===== src/rtl/morph_stream_3x3_if.sv =====
// Pixel stream bundle for morph_stream_3x3: per-frame config, input stream and output stream.
// master = upstream/downstream environment, slave = the filter.
interface morph_stream_3x3_if #(
    parameter int PIX_W = 8
);
    logic             cfg_mode;
    logic [PIX_W-1:0] cfg_thresh;
    logic             in_valid;
    logic             in_ready;
    logic             in_sof;
    logic [PIX_W-1:0] in_pixel;
    logic             out_valid;
    logic             out_ready;
    logic             out_sof;
    logic             out_eof;
    logic [PIX_W-1:0] out_pixel;

    modport master (
        output cfg_mode, cfg_thresh, in_valid, in_sof, in_pixel, out_ready,
        input  in_ready, out_valid, out_sof, out_eof, out_pixel
    );

    modport slave (
        input  cfg_mode, cfg_thresh, in_valid, in_sof, in_pixel, out_ready,
        output in_ready, out_valid, out_sof, out_eof, out_pixel
    );
endinterface


===== src/rtl/morph_stream_3x3.sv =====
// Streaming 3x3 binary erosion/dilation over a thresholded raster pixel stream.
// One output per accepted pixel; output at (r,c) is the window centred on (r-1,c-1).
module morph_stream_3x3 #(
    parameter int PIX_W      = 8,
    parameter int IMG_W      = 640,
    parameter int IMG_H      = 480,
    parameter bit BORDER_ERO = 1'b0,
    parameter bit BORDER_DIL = 1'b0
) (
    input  logic                clk,
    input  logic                rst_n,
    morph_stream_3x3_if.slave   bus
);
    localparam int CW = $clog2(IMG_W);
    localparam int RW = $clog2(IMG_H);
    localparam logic [CW-1:0] COL_LAST = CW'(IMG_W - 1);
    localparam logic [RW-1:0] ROW_LAST = RW'(IMG_H - 1);

    typedef enum logic {IDLE, ACTIVE} state_t;

    state_t           state, state_nxt;
    logic [CW-1:0]    col, pos_col;
    logic [RW-1:0]    row, pos_row;
    logic             mode_q, pos_mode;
    logic [PIX_W-1:0] thresh_q, pos_thresh;
    logic             accept, take, frame_end;
    logic [IMG_W-1:0] lb0, lb1;
    logic [2:0]       win_a, win_b, win_c;
    logic             bit_in, result;

    assign bus.in_ready = !bus.out_valid || bus.out_ready;
    assign accept       = bus.in_valid && bus.in_ready;

    always_ff @(posedge clk) begin
        if (!rst_n) state <= IDLE;
        else        state <= state_nxt;
    end

    always_comb begin
        state_nxt = state;
        if (take) state_nxt = frame_end ? IDLE : ACTIVE;
    end

    // An sof pixel is always (0,0) with freshly sampled config, in either state.
    always_comb begin
        take       = 1'b0;
        pos_col    = '0;
        pos_row    = '0;
        pos_mode   = mode_q;
        pos_thresh = thresh_q;
        if (accept) begin
            if (bus.in_sof) begin
                take       = 1'b1;
                pos_mode   = bus.cfg_mode;
                pos_thresh = bus.cfg_thresh;
            end else if (state == ACTIVE) begin
                take    = 1'b1;
                pos_col = col;
                pos_row = row;
            end
        end
    end

    assign frame_end = take && (pos_row == ROW_LAST) && (pos_col == COL_LAST);
    assign bit_in    = bus.in_pixel > pos_thresh;
    assign win_c     = {lb1[pos_col], lb0[pos_col], bit_in};

    always_comb begin
        if (pos_row < RW'(2) || pos_col < CW'(2))
            result = pos_mode ? BORDER_DIL : BORDER_ERO;
        else if (pos_mode)
            result = |{win_a, win_b, win_c};
        else
            result = &{win_a, win_b, win_c};
    end

    always_ff @(posedge clk) begin
        if (!rst_n) begin
            bus.out_valid <= 1'b0;
            bus.out_sof   <= 1'b0;
            bus.out_eof   <= 1'b0;
            bus.out_pixel <= '0;
            col           <= '0;
            row           <= '0;
            mode_q        <= 1'b0;
            thresh_q      <= {1'b0, {(PIX_W-1){1'b1}}};
        end else begin
            if (take) begin
                bus.out_valid <= 1'b1;
                bus.out_sof   <= bus.in_sof;
                bus.out_eof   <= frame_end;
                bus.out_pixel <= {PIX_W{result}};
                if (bus.in_sof) begin
                    mode_q   <= bus.cfg_mode;
                    thresh_q <= bus.cfg_thresh;
                end
                if (frame_end) begin
                    col <= '0;
                    row <= '0;
                end else if (pos_col == COL_LAST) begin
                    col <= '0;
                    row <= pos_row + 1'b1;
                end else begin
                    col <= pos_col + 1'b1;
                    row <= pos_row;
                end
            end else if (bus.out_ready) begin
                bus.out_valid <= 1'b0;
            end
        end
    end

    // Line buffers and window need no reset: the row/col border mask hides stale bits.
    always_ff @(posedge clk) begin
        if (take) begin
            lb0[pos_col] <= bit_in;
            lb1[pos_col] <= lb0[pos_col];
            win_a        <= win_b;
            win_b        <= win_c;
        end
    end
endmodule


===== src/flat_wrapper.sv =====
// flat-port wrapper written by rule: the top's interface ports become plain ports
module morph_stream_3x3_flat 
#(
    parameter int PIX_W      = 8,
    parameter int IMG_W      = 640,
    parameter int IMG_H      = 480,
    parameter bit BORDER_ERO = 1'b0,
    parameter bit BORDER_DIL = 1'b0
)
  (clk, rst_n, bus_cfg_mode, bus_cfg_thresh, bus_in_valid, bus_in_sof, bus_in_pixel, bus_out_ready, bus_in_ready, bus_out_valid, bus_out_sof, bus_out_eof, bus_out_pixel);
  morph_stream_3x3_if #(.PIX_W(PIX_W)) bus_i ();
  input  logic clk;
  input  logic rst_n;
  input wire logic [$bits(bus_i.cfg_mode)-1:0] bus_cfg_mode;
  input wire logic [$bits(bus_i.cfg_thresh)-1:0] bus_cfg_thresh;
  input wire logic [$bits(bus_i.in_valid)-1:0] bus_in_valid;
  input wire logic [$bits(bus_i.in_sof)-1:0] bus_in_sof;
  input wire logic [$bits(bus_i.in_pixel)-1:0] bus_in_pixel;
  input wire logic [$bits(bus_i.out_ready)-1:0] bus_out_ready;
  output wire logic [$bits(bus_i.in_ready)-1:0] bus_in_ready;
  output wire logic [$bits(bus_i.out_valid)-1:0] bus_out_valid;
  output wire logic [$bits(bus_i.out_sof)-1:0] bus_out_sof;
  output wire logic [$bits(bus_i.out_eof)-1:0] bus_out_eof;
  output wire logic [$bits(bus_i.out_pixel)-1:0] bus_out_pixel;
  assign bus_i.cfg_mode = bus_cfg_mode;
  assign bus_i.cfg_thresh = bus_cfg_thresh;
  assign bus_i.in_valid = bus_in_valid;
  assign bus_i.in_sof = bus_in_sof;
  assign bus_i.in_pixel = bus_in_pixel;
  assign bus_i.out_ready = bus_out_ready;
  assign bus_in_ready = bus_i.in_ready;
  assign bus_out_valid = bus_i.out_valid;
  assign bus_out_sof = bus_i.out_sof;
  assign bus_out_eof = bus_i.out_eof;
  assign bus_out_pixel = bus_i.out_pixel;
  morph_stream_3x3 #(.PIX_W(PIX_W), .IMG_W(IMG_W), .IMG_H(IMG_H), .BORDER_ERO(BORDER_ERO), .BORDER_DIL(BORDER_DIL)) u_core (.clk(clk), .rst_n(rst_n), .bus(bus_i));
endmodule

===== config.mk =====
export PLATFORM = sky130hd
export DESIGN_NAME = morph_stream_3x3_flat
export DESIGN_NICKNAME = d
export VERILOG_FILES = /design/src/rtl/morph_stream_3x3_if.sv /design/src/rtl/morph_stream_3x3.sv /design/src/flat_wrapper.sv
export SDC_FILE = /design/constraint.sdc
export NUM_CORES = 2
export LEC_CHECK = 0
export ABC_AREA = 1
export BUFFER_PORTS_ARGS = -buffer_cell sky130_fd_sc_hd__buf_2
export CORE_MARGIN = 1.5
export CORE_UTILIZATION = 49
export CTS_CLUSTER_SIZE = 20
export DETAILED_ROUTE_END_ITERATION = 8
export SYNTH_ARGS = -nofsm -noshare
export SYNTH_HDL_FRONTEND = slang
export SYNTH_SLANG_ARGS = --single-unit

===== constraint.sdc =====
create_clock -name clk -period 29.1 [get_ports clk]
set_input_delay 2.91 -clock clk [delete_from_list [all_inputs] [get_ports clk]]
set_output_delay 2.91 -clock clk [all_outputs]
set_load 0.02 [all_outputs]

==> results.json <==
{
  "status": "finished, final reports clean",
  "grt_overflow": 0,
  "power_density_nw_per_um2": 61.4,
  "ys_ff_latch": 1319,
  "async_flop_share": 0,
  "slowest_stage": "buf_4",
  "coreArea_um2": 118000,
  "critPathKind": "input port to register",
  "cts_max_level": 4,
  "fin_cells": 7524,
  "cp_cell_sequence": "buf_2 -> inv_1 -> nand3_1 -> nor2_4 -> buf_4 -> buf_4 -> buf_4 -> buf_4 -> nor2_1 -> nor2_1 -> o21ai_0 -> nand2_1 -> nand2_1 -> nand2_1 -> inv_1 -> nand3_1 -> nand2_1 -> nand2_1 -> o21ai_1 -> nand2_1 -> nor2_1 -> inv_8 -> buf_12 -> buf_4",
  "grt.met3_usage": 0.0473,
  "synthCells": 5930,
  "fin_nets": 5852,
  "via_per_inst": 5.52,
  "arrival_ps": 10020,
  "layout-drive-gt1-share": 0.0621,
  "worst_pin_slew_ps": 1280,
  "syn_to_final_growth_pct": 9.63,
  "critPathLaunchType": "input port",
  "max_stage_delay_ps": 880,
  "routed_wl_mm": 170,
  "yosysMostFrequentCell": "nand2_1",
  "antenna_found_initial": 3,
  "syn-num-nets": 5965,
  "place_ws_ps": 18760,
  "cts_tree": "built",
  "dp_cells": 7273,
  "skew_ps": 36.6,
  "dp_hpwl_mm": 95.8,
  "synth.distinct_cells": 39,
  "grt_pass1_vias": 39619,
  "fin_setup_tns_ps": 0,
  "grt.total_usage": 0.279,
  "io_buffers": 33,
  "final_util": 0.543,
  "ys_top_cells_by_count": "nand2_1, edfxtp_1, nor2_1, inv_1, nand3_1",
  "io_pins": 34,
  "grt_use_met1": 0.384,
  "seqCellArea_um2": 39300,
  "synth.cell_area_um2": 58700,
  "place.gp.congestion": 0.905,
  "ant_nets": 0,
  "syn_area_per_cell_um2": 9.90,
  "yosysTopAreaCellShare": 0.658,
  "endpoint_kind": "register",
  "critPathRequiredTime_ps": 29480,
  "cts_buffer_depth": 3,
  "n_antenna_cell": 0,
  "fmax_mhz": 104,
  "maxSlewViolCount": 0,
  "setup_slack_ps": 19460,
  "rsz0062_at_grt": "false",
  "rows": 126,
  "dr.pass1.iters": 6,
  "cts_made_buffers": 142,
  "first_iter_violations": 4804,
  "clock-sinks": 1319,
  "crit_top_cell": "nand2_1",
  "drc": 0,
  "synth_top_flop_cell": "edfxtp_1",
  "r2r_slack_ps": 21720,
  "vdd_drop_max_mv": 0.0588,
  "whs_ps": 462,
  "grt_busiest_layer": "met2",
  "synth_edf_count": 1286,
  "grt_max_degree": 247,
  "fill_cells": 10550,
  "cp_num_buf_inv": 10,
  "p_leak_nw": 24.0,
  "ctsHoldBuffers": 0,
  "die_w_um": 349,
  "worstSkewPairLatency_ps": 760,
  "yosysTopAreaCell": "edfxtp_1",
  "maxCapViolations": 0,
  "slew_headroom": 0.148,
  "yosysWarnings": 0,
  "wl_per_cell_um": 22.6,
  "crit_path_max_fanout": 246,
  "cts_setup_buffers": 0,
  "ys_seq_area_frac": 0.669,
  "synth_area_leaders": "edfxtp_1, nand2_1, nor2_1, inv_1, nand3_1",
  "hold_class": "register to register",
  "die_h_um": 349,
  "min_period_over_period": 0.331,
  "ctsResizeCount": 0,
  "grt_pass1_wl_mm": 252,
  "initial_core_util": 0.496,
  "final-setup-viol-count": 0,
  "hold_violations": 0,
  "clk_pin_slew_ps": 60,
  "cts_root_buf": "clkbuf_16",
  "grt_use_met2": 0.445,
  "vias": 41549,
  "die-area_um2": 122000,
  "period_minus_slack_ps": 9640,
  "path_delay_family": "buffers and inverters",
  "multi_input_area_um2": 15500
}
cell usage in the layout, fill, tap and decap left out, types with 12 or more instances in the layout:
cell type  instances
o22ai_1           13
clkbuf_1          42
buf_2             33
inv_1            593
clkbuf_16        147
nand4_1           12
o211ai_1         131
nand2_1         1642
clkinv_2          12
nor3_1            15
nor2_1          1000
o21ai_0          265
edfxtp_1        1286
nand2_2           13
dfxtp_1           33
clkinv_1          37
nand3_1          415
buf_4             98
ha_1              13
a21oi_1           37
stage by stage:
stage	power (mW)	area, um2
after floorplan	2.30	58700
after global placement	2.28	60000
after detailed placement	2.28	60000
after CTS	3.97	64300
after global routing	4.05	64300
final	3.95	64300
worst min-delay path, cell delays in order, from the launching register on:
cell	delay (ps)
dfxtp_1	310
nand2_1	60
a21oi_1	50
layer usage:
metal / vias up / share of wire
met5: - / 0.00019
met4: 4 / 0.036
met3: 327 / 0.086
met2: 1782 / 0.46
met1: 20194 / 0.41
li1: 19242 / -
logic make-up (layout without fill, tap and decap cells):
| kind of cell | Yosys count | after routing | synth area share |
|---|---|---|---|
| AOI/OAI and AO/OA | 463 | 463 | 0.0460 |
| xor gates and xnor gates | 6 | 6 | 0.000896 |
| adders and majority gates | 13 | 13 | 0.00277 |
| buffers and inverters | 995 | 989 | 0.0683 |
| DFF | 1319 | 1319 | 0.669 |
| and+or+nand+nor | 3134 | 3134 | 0.213 |
state kept, by name (all words and copies together) (netlist names):
| register | cells |
|---|---|
| u_core.mode_q | 1 |
| u_core.row | 9 |
| u_core.col | 10 |
| u_core.thresh_q | 8 |
| u_core.bus.out_sof | 1 |
| u_core.win_a | 3 |
| u_core.lb1 | 640 |
| u_core.state | 1 |
| u_core.bus.out_pixel | 1 |
| u_core.win_b | 3 |
| u_core.lb0 | 640 |
| u_core.bus.out_eof | 1 |
| u_core.bus.out_valid | 1 |
where the power goes:
part	leakage (nW)	internal, mW	switching [mW]
registers	11.9	2.14	0.00126
clock network	2.08	0.976	0.729
logic	10.0	0.0129	0.0939
area by class of cell:
cell class	count	share of cell area
Sequential cell	1319	0.611
Clock inverter	62	0.00720
Clock buffer	189	0.0596
Tap cell	1600	0.0311
Inverter	602	0.0352
Multi-Input combinational cell	3616	0.241
Timing Repair Buffer	136	0.0156
final timing paths:
path | startpoint | endpoint | cells past startpoint
max reg2reg | u_core.state | u_core.lb1[526] | 22
min | u_core.bus.out_sof | u_core.bus.out_sof | 2
min reg2reg | u_core.bus.out_sof | u_core.bus.out_sof | 2
max | bus_in_sof | u_core.lb1[526] | 24
No activity file was read; power rests on OpenSTA's default activity.
